$ cat config.mk
export PLATFORM = sky130hd
export DESIGN_NAME = muldiv_unit
export DESIGN_NICKNAME = d
export VERILOG_FILES = /design/src/rtl/muldiv_pkg.sv /design/src/rtl/muldiv_div_step.sv /design/src/rtl/muldiv_unit.sv
export SDC_FILE = /design/constraint.sdc
export NUM_CORES = 1
export LEC_CHECK = 0
export CAP_MARGIN = 0
export CORE_ASPECT_RATIO = 0.8
export CORE_MARGIN = 5
export CORE_UTILIZATION = 50
export DETAILED_ROUTE_END_ITERATION = 10
export GPL_ROUTABILITY_DRIVEN = 0
export GPL_TIMING_DRIVEN = 0
export PLACE_DENSITY_LB_ADDON = 0.12
export SLEW_MARGIN = 10
export SYNTH_ARGS = -nofsm -noshare
export SYNTH_HDL_FRONTEND = slang
export SYNTH_SLANG_ARGS = --single-unit
export TNS_END_PERCENT = 50
$ cat constraint.sdc
create_clock -name i_clk_n -period 15.9 [get_ports i_clk_n]
set_input_delay 3.975 -clock i_clk_n [delete_from_list [all_inputs] [get_ports i_clk_n]]
set_output_delay 3.975 -clock i_clk_n [all_outputs]
set_load 0.005 [all_outputs]
$ cat src/rtl/muldiv_pkg.sv
// Shared encodings for the iterative multiply/divide unit: funct3 op codes,
// FSM state values and the iteration-counter width helper.
package muldiv_pkg;

  localparam logic [2:0] OP_MUL    = 3'd0;
  localparam logic [2:0] OP_MULH   = 3'd1;
  localparam logic [2:0] OP_MULHSU = 3'd2;
  localparam logic [2:0] OP_MULHU  = 3'd3;
  localparam logic [2:0] OP_DIV    = 3'd4;
  localparam logic [2:0] OP_DIVU   = 3'd5;
  localparam logic [2:0] OP_REM    = 3'd6;
  localparam logic [2:0] OP_REMU   = 3'd7;

  localparam logic [2:0] ST_IDLE = 3'd0;
  localparam logic [2:0] ST_MUL  = 3'd1;
  localparam logic [2:0] ST_DIV  = 3'd2;
  localparam logic [2:0] ST_FIX  = 3'd3;
  localparam logic [2:0] ST_DONE = 3'd4;

  // Wide enough to hold the iteration count XLEN itself.
  function automatic int unsigned cnt_width(input int unsigned xlen);
    return $clog2(xlen) + 1;
  endfunction

endpackage

$ cat src/rtl/muldiv_div_step.sv
// One restoring-division step: shift in the next dividend bit, subtract the
// divisor if it fits, and report the resulting quotient bit.
module muldiv_div_step #(
  parameter int unsigned XLEN = 32
) (
  input  logic [XLEN-1:0] i_rem,
  input  logic [XLEN-1:0] i_div,
  input  logic            i_bit,
  output logic [XLEN-1:0] o_rem,
  output logic            o_q_bit
);

  logic [XLEN:0] shifted;
  logic [XLEN:0] diff;

  // The partial remainder is always below the divisor, so the difference fits in XLEN bits.
  always_comb begin
    shifted = {i_rem, i_bit};
    diff    = shifted - {1'b0, i_div};
    o_q_bit = ~diff[XLEN];
    o_rem   = o_q_bit ? diff[XLEN-1:0] : shifted[XLEN-1:0];
  end

endmodule

$ cat src/rtl/muldiv_unit.sv
// Iterative RV32M/RV64M multiply/divide unit with valid/ready handshakes and flush.
// Define MULDIV_FAST_MUL_EN for a single-cycle combinational multiplier.
module muldiv_unit
  import muldiv_pkg::*;
#(
  parameter int unsigned XLEN     = 32,
  parameter int unsigned MUL_STEP = 2
) (
  input  logic            i_clk_n,
  input  logic            i_rst_n,
  input  logic            i_valid,
  output logic            o_ready,
  input  logic [2:0]      i_op,
  input  logic [XLEN-1:0] i_in_a,
  input  logic [XLEN-1:0] i_in_b,
  input  logic            i_flush,
  output logic            o_res_valid,
  input  logic            i_res_ready,
  output logic [XLEN-1:0] o_alu_out,
  output logic            o_busy
);

  localparam int unsigned     CntW     = cnt_width(XLEN);
  localparam logic [CntW-1:0] DivIters = CntW'(XLEN);
  localparam logic [CntW-1:0] CntOne   = CntW'(1);
  localparam logic [XLEN-1:0] MinVal   = {1'b1, {(XLEN-1){1'b0}}};

  logic [2:0]        state_q, state_d;
  logic [CntW-1:0]   cnt_q, cnt_d;
  // acc holds {hi, multiplier} for multiply and {remainder, dividend/quotient} for divide.
  logic [2*XLEN-1:0] acc_q, acc_d;
  logic [XLEN-1:0]   opb_q, opb_d;
  logic [2:0]        op_q, op_d;
  logic              neg_q, neg_d;
  logic              rneg_q, rneg_d;
  logic [XLEN-1:0]   res_q, res_d;

  // Request decode
  logic            a_signed, b_signed, sa, sb;
  logic            b_zero, ovf;
  logic [XLEN-1:0] mag_a, mag_b;

  always_comb begin
    a_signed = (i_op == OP_MULH) || (i_op == OP_MULHSU) || (i_op == OP_DIV) || (i_op == OP_REM);
    b_signed = (i_op == OP_MULH) || (i_op == OP_DIV) || (i_op == OP_REM);
    sa       = a_signed & i_in_a[XLEN-1];
    sb       = b_signed & i_in_b[XLEN-1];
    mag_a    = sa ? ('0 - i_in_a) : i_in_a;
    mag_b    = sb ? ('0 - i_in_b) : i_in_b;
    b_zero   = (i_in_b == '0);
    ovf      = ((i_op == OP_DIV) || (i_op == OP_REM)) && (i_in_a == MinVal) && (i_in_b == '1);
  end

  // Multiply datapath
  logic [2*XLEN-1:0] mul_next;

`ifdef MULDIV_FAST_MUL_EN
  always_comb begin
    mul_next = {{XLEN{1'b0}}, opb_q} * {{XLEN{1'b0}}, acc_q[XLEN-1:0]};
  end
`else
  localparam logic [CntW-1:0] MulIters = CntW'(XLEN / MUL_STEP);

  logic [XLEN+MUL_STEP-1:0] pp;
  logic [XLEN+MUL_STEP-1:0] mul_sum;

  // Add multiplicand * (low MUL_STEP multiplier bits) into the high half, then shift right.
  always_comb begin
    pp = '0;
    for (int unsigned k = 0; k < MUL_STEP; k++) begin
      if (acc_q[k]) begin
        pp = pp + ({{MUL_STEP{1'b0}}, opb_q} << k);
      end
    end
    mul_sum  = {{MUL_STEP{1'b0}}, acc_q[2*XLEN-1:XLEN]} + pp;
    mul_next = {mul_sum, acc_q[XLEN-1:MUL_STEP]};
  end
`endif

  // Divide datapath
  logic [XLEN-1:0] step_rem;
  logic            step_q;

  muldiv_div_step #(
    .XLEN(XLEN)
  ) u_div_step (
    .i_rem   (acc_q[2*XLEN-1:XLEN]),
    .i_div   (opb_q),
    .i_bit   (acc_q[XLEN-1]),
    .o_rem   (step_rem),
    .o_q_bit (step_q)
  );

  // Sign fix-up and result select
  logic [2*XLEN-1:0] prod_s;
  logic [XLEN-1:0]   quo_s, rem_s, fix_res;

  always_comb begin
    prod_s = neg_q ? ('0 - acc_q) : acc_q;
    quo_s  = neg_q ? ('0 - acc_q[XLEN-1:0]) : acc_q[XLEN-1:0];
    rem_s  = rneg_q ? ('0 - acc_q[2*XLEN-1:XLEN]) : acc_q[2*XLEN-1:XLEN];
    if (op_q[2]) begin
      fix_res = op_q[1] ? rem_s : quo_s;
    end else if (op_q == OP_MUL) begin
      fix_res = prod_s[XLEN-1:0];
    end else begin
      fix_res = prod_s[2*XLEN-1:XLEN];
    end
  end

  // Next-state logic
  always_comb begin
    state_d = state_q;
    cnt_d   = cnt_q;
    acc_d   = acc_q;
    opb_d   = opb_q;
    op_d    = op_q;
    neg_d   = neg_q;
    rneg_d  = rneg_q;
    res_d   = res_q;

    if (i_flush) begin
      state_d = ST_IDLE;
      cnt_d   = '0;
    end else begin
      case (state_q)
        ST_IDLE: begin
          if (i_valid) begin
            op_d   = i_op;
            neg_d  = sa ^ sb;
            rneg_d = sa;
            if (i_op[2]) begin
              acc_d   = {{XLEN{1'b0}}, mag_a};
              opb_d   = mag_b;
              cnt_d   = DivIters;
              state_d = ST_DIV;
              // Special cases preload acc so FIX yields the architectural result unsigned.
              if (b_zero || ovf) begin
                neg_d   = 1'b0;
                rneg_d  = 1'b0;
                cnt_d   = '0;
                state_d = ST_FIX;
                if (b_zero) begin
                  acc_d = {i_in_a, {XLEN{1'b1}}};
                end else begin
                  acc_d = {{XLEN{1'b0}}, MinVal};
                end
              end
            end else begin
              acc_d   = {{XLEN{1'b0}}, mag_b};
              opb_d   = mag_a;
              state_d = ST_MUL;
`ifdef MULDIV_FAST_MUL_EN
              cnt_d   = '0;
`else
              cnt_d   = MulIters;
`endif
            end
          end
        end
        ST_MUL: begin
          acc_d = mul_next;
`ifdef MULDIV_FAST_MUL_EN
          state_d = ST_FIX;
`else
          cnt_d = cnt_q - CntOne;
          if (cnt_q == CntOne) begin
            state_d = ST_FIX;
          end
`endif
        end
        ST_DIV: begin
          acc_d = {step_rem, acc_q[XLEN-2:0], step_q};
          cnt_d = cnt_q - CntOne;
          if (cnt_q == CntOne) begin
            state_d = ST_FIX;
          end
        end
        ST_FIX: begin
          res_d   = fix_res;
          state_d = ST_DONE;
        end
        ST_DONE: begin
          if (i_res_ready) begin
            state_d = ST_IDLE;
          end
        end
        default: begin
          state_d = ST_IDLE;
          cnt_d   = '0;
        end
      endcase
    end
  end

  always_ff @(posedge i_clk_n or negedge i_rst_n) begin
    if (!i_rst_n) begin
      state_q <= ST_IDLE;
      cnt_q   <= '0;
      acc_q   <= '0;
      opb_q   <= '0;
      op_q    <= OP_MUL;
      neg_q   <= 1'b0;
      rneg_q  <= 1'b0;
      res_q   <= '0;
    end else begin
      state_q <= state_d;
      cnt_q   <= cnt_d;
      acc_q   <= acc_d;
      opb_q   <= opb_d;
      op_q    <= op_d;
      neg_q   <= neg_d;
      rneg_q  <= rneg_d;
      res_q   <= res_d;
    end
  end

  assign o_ready     = (state_q == ST_IDLE);
  assign o_busy      = (state_q != ST_IDLE);
  assign o_res_valid = (state_q == ST_DONE);
  assign o_alu_out   = res_q;

endmodule

==> summary.txt <==
Critical path
  – Top delay family on crit path: compound AO/OA/AOI/OAI gates
  – Worst R2R Path Depth: 27
  – CP endpoint kind: flip-flop
  – R2r setup slk: around 7500 ps
  – Reg2reg end: acc_q[63]
  – CP Class: flip-flop to flip-flop
  – Worst r2r src: acc_q[0]
  – Kind of start point of the critical path: flip-flop
  – Buffer and inverter count on the worst path: 5
  – CP Data Arrival Time: 8720 ps
  – Slowest-stage cell, CP: buf_1
  – Crit path required time: about 16000 ps
  – Most used cell, CP: a21oi_1
  – Slowest cell delay on critical path: 810 ps
  – Critical path fanouts, max: 10

Layout
  – Area delta synth->final: 13.5%
  – Most frequent cells in the layout: nand2_1 (252), o21ai_0 (248), nor2_1 (198), a21oi_1 (165), dfrtp_1 (142)
  – Post-layout util: 57.0%
  – Post-route cell area: ~0.019 sq mm
  – Nets: between 2000 and 3000
  – Share of cells above drive strength 1: approximately 4.3%
  – Post-Layout Cell Count: 2826
  – Most common cell after layout, fill and taps aside: nand2_1
  – Antenna diodes: 0

Detailed routing
  – ANT nets after route: 0
  – Drt wl/cell: about 25 um
  – Drt first-iter violations: approximately 3200
  – DRC Markers: 0
  – Drt pass-1 iters: 8
  – Routed WL: 69600 um
  – Vias/cell: a little under 7
  – Via count: between 15000 and 20000

CTS
  – H-tree depth: 4
  – Post-cts resize count: 0
  – CTS tree: built
  – Clock sink total: ~140
  – Post-CTS Hold Buffers: 0
  – CTS max path bufs: 2
  – Later-pin clock latency in the skew report: between 400 and 500 ps
  – Setup Fix Bufs, Post-CTS: 0
  – Worst-path clk slew: 60 ps
  – CTS buffer count: 17
  – Root Driver: clkbuf_16

Logic synthesis
  – Avg Cell Area, Syn: between 7 and 8 sq um
  – Top post-synthesis cells by area: dfrtp_1 (21%), o21ai_0 (7.4%), ha_1 (7.3%)
  – Register area share after synthesis: 21.2%
  – Yosys top cell area share: roughly a fifth
  – Synth Register Bits: ~140
  – Number of synthesized flops with an enable pin: 0
  – Synthesized cell area: between 0.015 and 0.02 sq mm
  – Syn Inst Count: 2253
  – Synth Warn #: 0
  – Asr flop ratio synth: 100%
  – Syn_nets: roughly 2400
  – Most used flip-flop cell after synthesis: dfrtp_1
  – Synth unique cells: 88
  – Area leader, netlist: dfrtp_1

Floorplanning
  – Core Area: roughly 0.033 sq mm
  – I/O pin count: between 100 and 150
  – FP Rows: 60
  – Starting Density: around 50%
  – Die Wd: ~210 um
  – Die height: around 170 um
  – Die ar.: around 0.037 sq mm

Global route
  – First-pass GRT wire length: approximately 100000 um
  – Initial antenna violation count: 2
  – GRT Total Usage: a little over a third
  – Largest net degree at the start of global routing: 76
  – Vias in the first global route: roughly 17000
  – Grt total ovfl: 0

Placed design
  – Cells after DPL: approximately 2800
  – Port Buf Inserts: 106
  – Placed instance area: 0.0184 sq mm
  – Dpl ws: ~7900 ps
  – Hpwl dp: approximately 55000 um

Power
  – VDD IR-drop max: approximately 0.16 mV
  – Total power: 4.84 mW
  – P_leak: just under 8 nW
  – Pwr per Cell Area: 255 mW/mm^2

Worst hold path
  – Hold Path Origin: o_alu_out[6]
  – Worst hold endpoint: o_alu_out[6]
  – Hold Path Stages: 2
  – Hold crit path type: flip-flop to flip-flop

STA
  – Relative slew margins: around a tenth
  – Count of final hold-check violations: 0
  – Setup violators final: 0
  – Worst Skew: 11.7 ps
  – Fmax: about 120 MHz
  – Final setup margin: about 7500 ps
  – Final period utilization: between 50% and 60%
  – Final hold slack: 477 ps
  – TNS Setup: 0 ps
  – Minimum clock period: around 8400 ps
  – Pins over their slew limit: 0
  – RSZ-0062 raised after global routing: false
  – Worst Max-Slew Pin Slew: ~1300 ps

Flow run
  – Max Cap Viol: 0

Outcome
  – Status: completed
-- sequential cells by signal, summed over array words and instances, names as in the netlist --
register / flops
o_alu_out: 32
op_q: 3
cnt_q: 6
acc_q: 64
neg_q: 1
rneg_q: 1
opb_q: 32
state_q: 3
-- cell usage after synthesis (5+ instances only) --
cell type / count
a2111oi_0: 6
a211oi_1: 14
a21boi_0: 6
a21o_1: 41
a21oi_1: 165
a221oi_1: 39
a22o_1: 5
a22oi_1: 25
a31oi_1: 33
and2_1: 15
and3_1: 21
buf_1: 16
buf_2: 13
clkbuf_1: 113
dfrtp_1: 142
ha_1: 97
inv_1: 94
mux2_2: 23
mux2i_1: 50
nand2_1: 252
nand2b_1: 28
nand3_1: 32
nand4_1: 17
nor2_1: 198
nor2b_1: 8
nor3_1: 40
nor4_1: 14
o211ai_1: 30
o21a_1: 17
o21ai_0: 248
o21ai_1: 13
o21bai_1: 8
o221ai_1: 33
o22ai_1: 10
o31a_1: 5
o31ai_1: 37
o41ai_1: 6
or2_2: 5
or3_1: 24
or4_1: 10
xnor2_1: 137
xor2_1: 78
-- report_power, final --
group | internal (mW) | switching, mW
Clock | 0.254 | 0.175
Combinational | 1.40 | 2.25
Sequential | 0.527 | 0.235
Total | 2.19 | 2.66
-- worst reg2reg max path, delay by kind of cell (launching register included) --
kind,cells,cell delay [ps]
flip-flops,1,620
buffers and inverters,5,1490
XOR/XNOR,1,140
adder cells (fa/ha/maj),3,760
multiplexers,2,550
AND/OR/NAND/NOR,1,160
AO/OA/AOI/OAI,15,4530
-- cells by family after synthesis --
group	share of synthesized area (%)
xor gates and xnor gates	11.3
AOI/OAI and AO/OA	30.1
buffers and inverters	5.57
DFF	21.2
and+or+nand+nor	19.6
muxes	4.54
adders and majority gates	7.67
-- how the worst max path moves through the flow --
stage,slack [ps],end,depth (start not counted),start
global route,7270,acc_q[63],27,acc_q[0]
finish,7480,acc_q[63],27,acc_q[0]
floorplan,9500,acc_q[52],11,i_in_b[6]
CTS,7840,acc_q[63],27,acc_q[0]
global placement,4770,o_alu_out[28],1,i_rst_n
detailed placement,7870,acc_q[0],9,i_in_a[6]
-- routing by layer --
layer | up-vias | wire (um) | share of wire (%) | track usage [%]
met5 | - | 13 | 0.019 | 0
met1 | 8930 | 28700 | 41 | 50.2
met3 | 246 | 10300 | 15 | 12.3
met4 | 2 | 3180 | 4.6 | 13.4
li1 | 8483 | - | - | -
met2 | 1452 | 27300 | 39 | 50.1
-- layout make-up --
type / count / area (sq um)
clock buffers: 21 / 460
multi-input cells: 1871 / 12300
inverters: 95 / 357
plain buffers: 145 / 576
flip-flops and latches: 142 / 3550
well taps: 434 / 543
fillers: 3259 / 14300
repair buffers: 108 / 1100
clock inverters: 10 / 138
No activity file was read; power rests on OpenSTA's default activity.
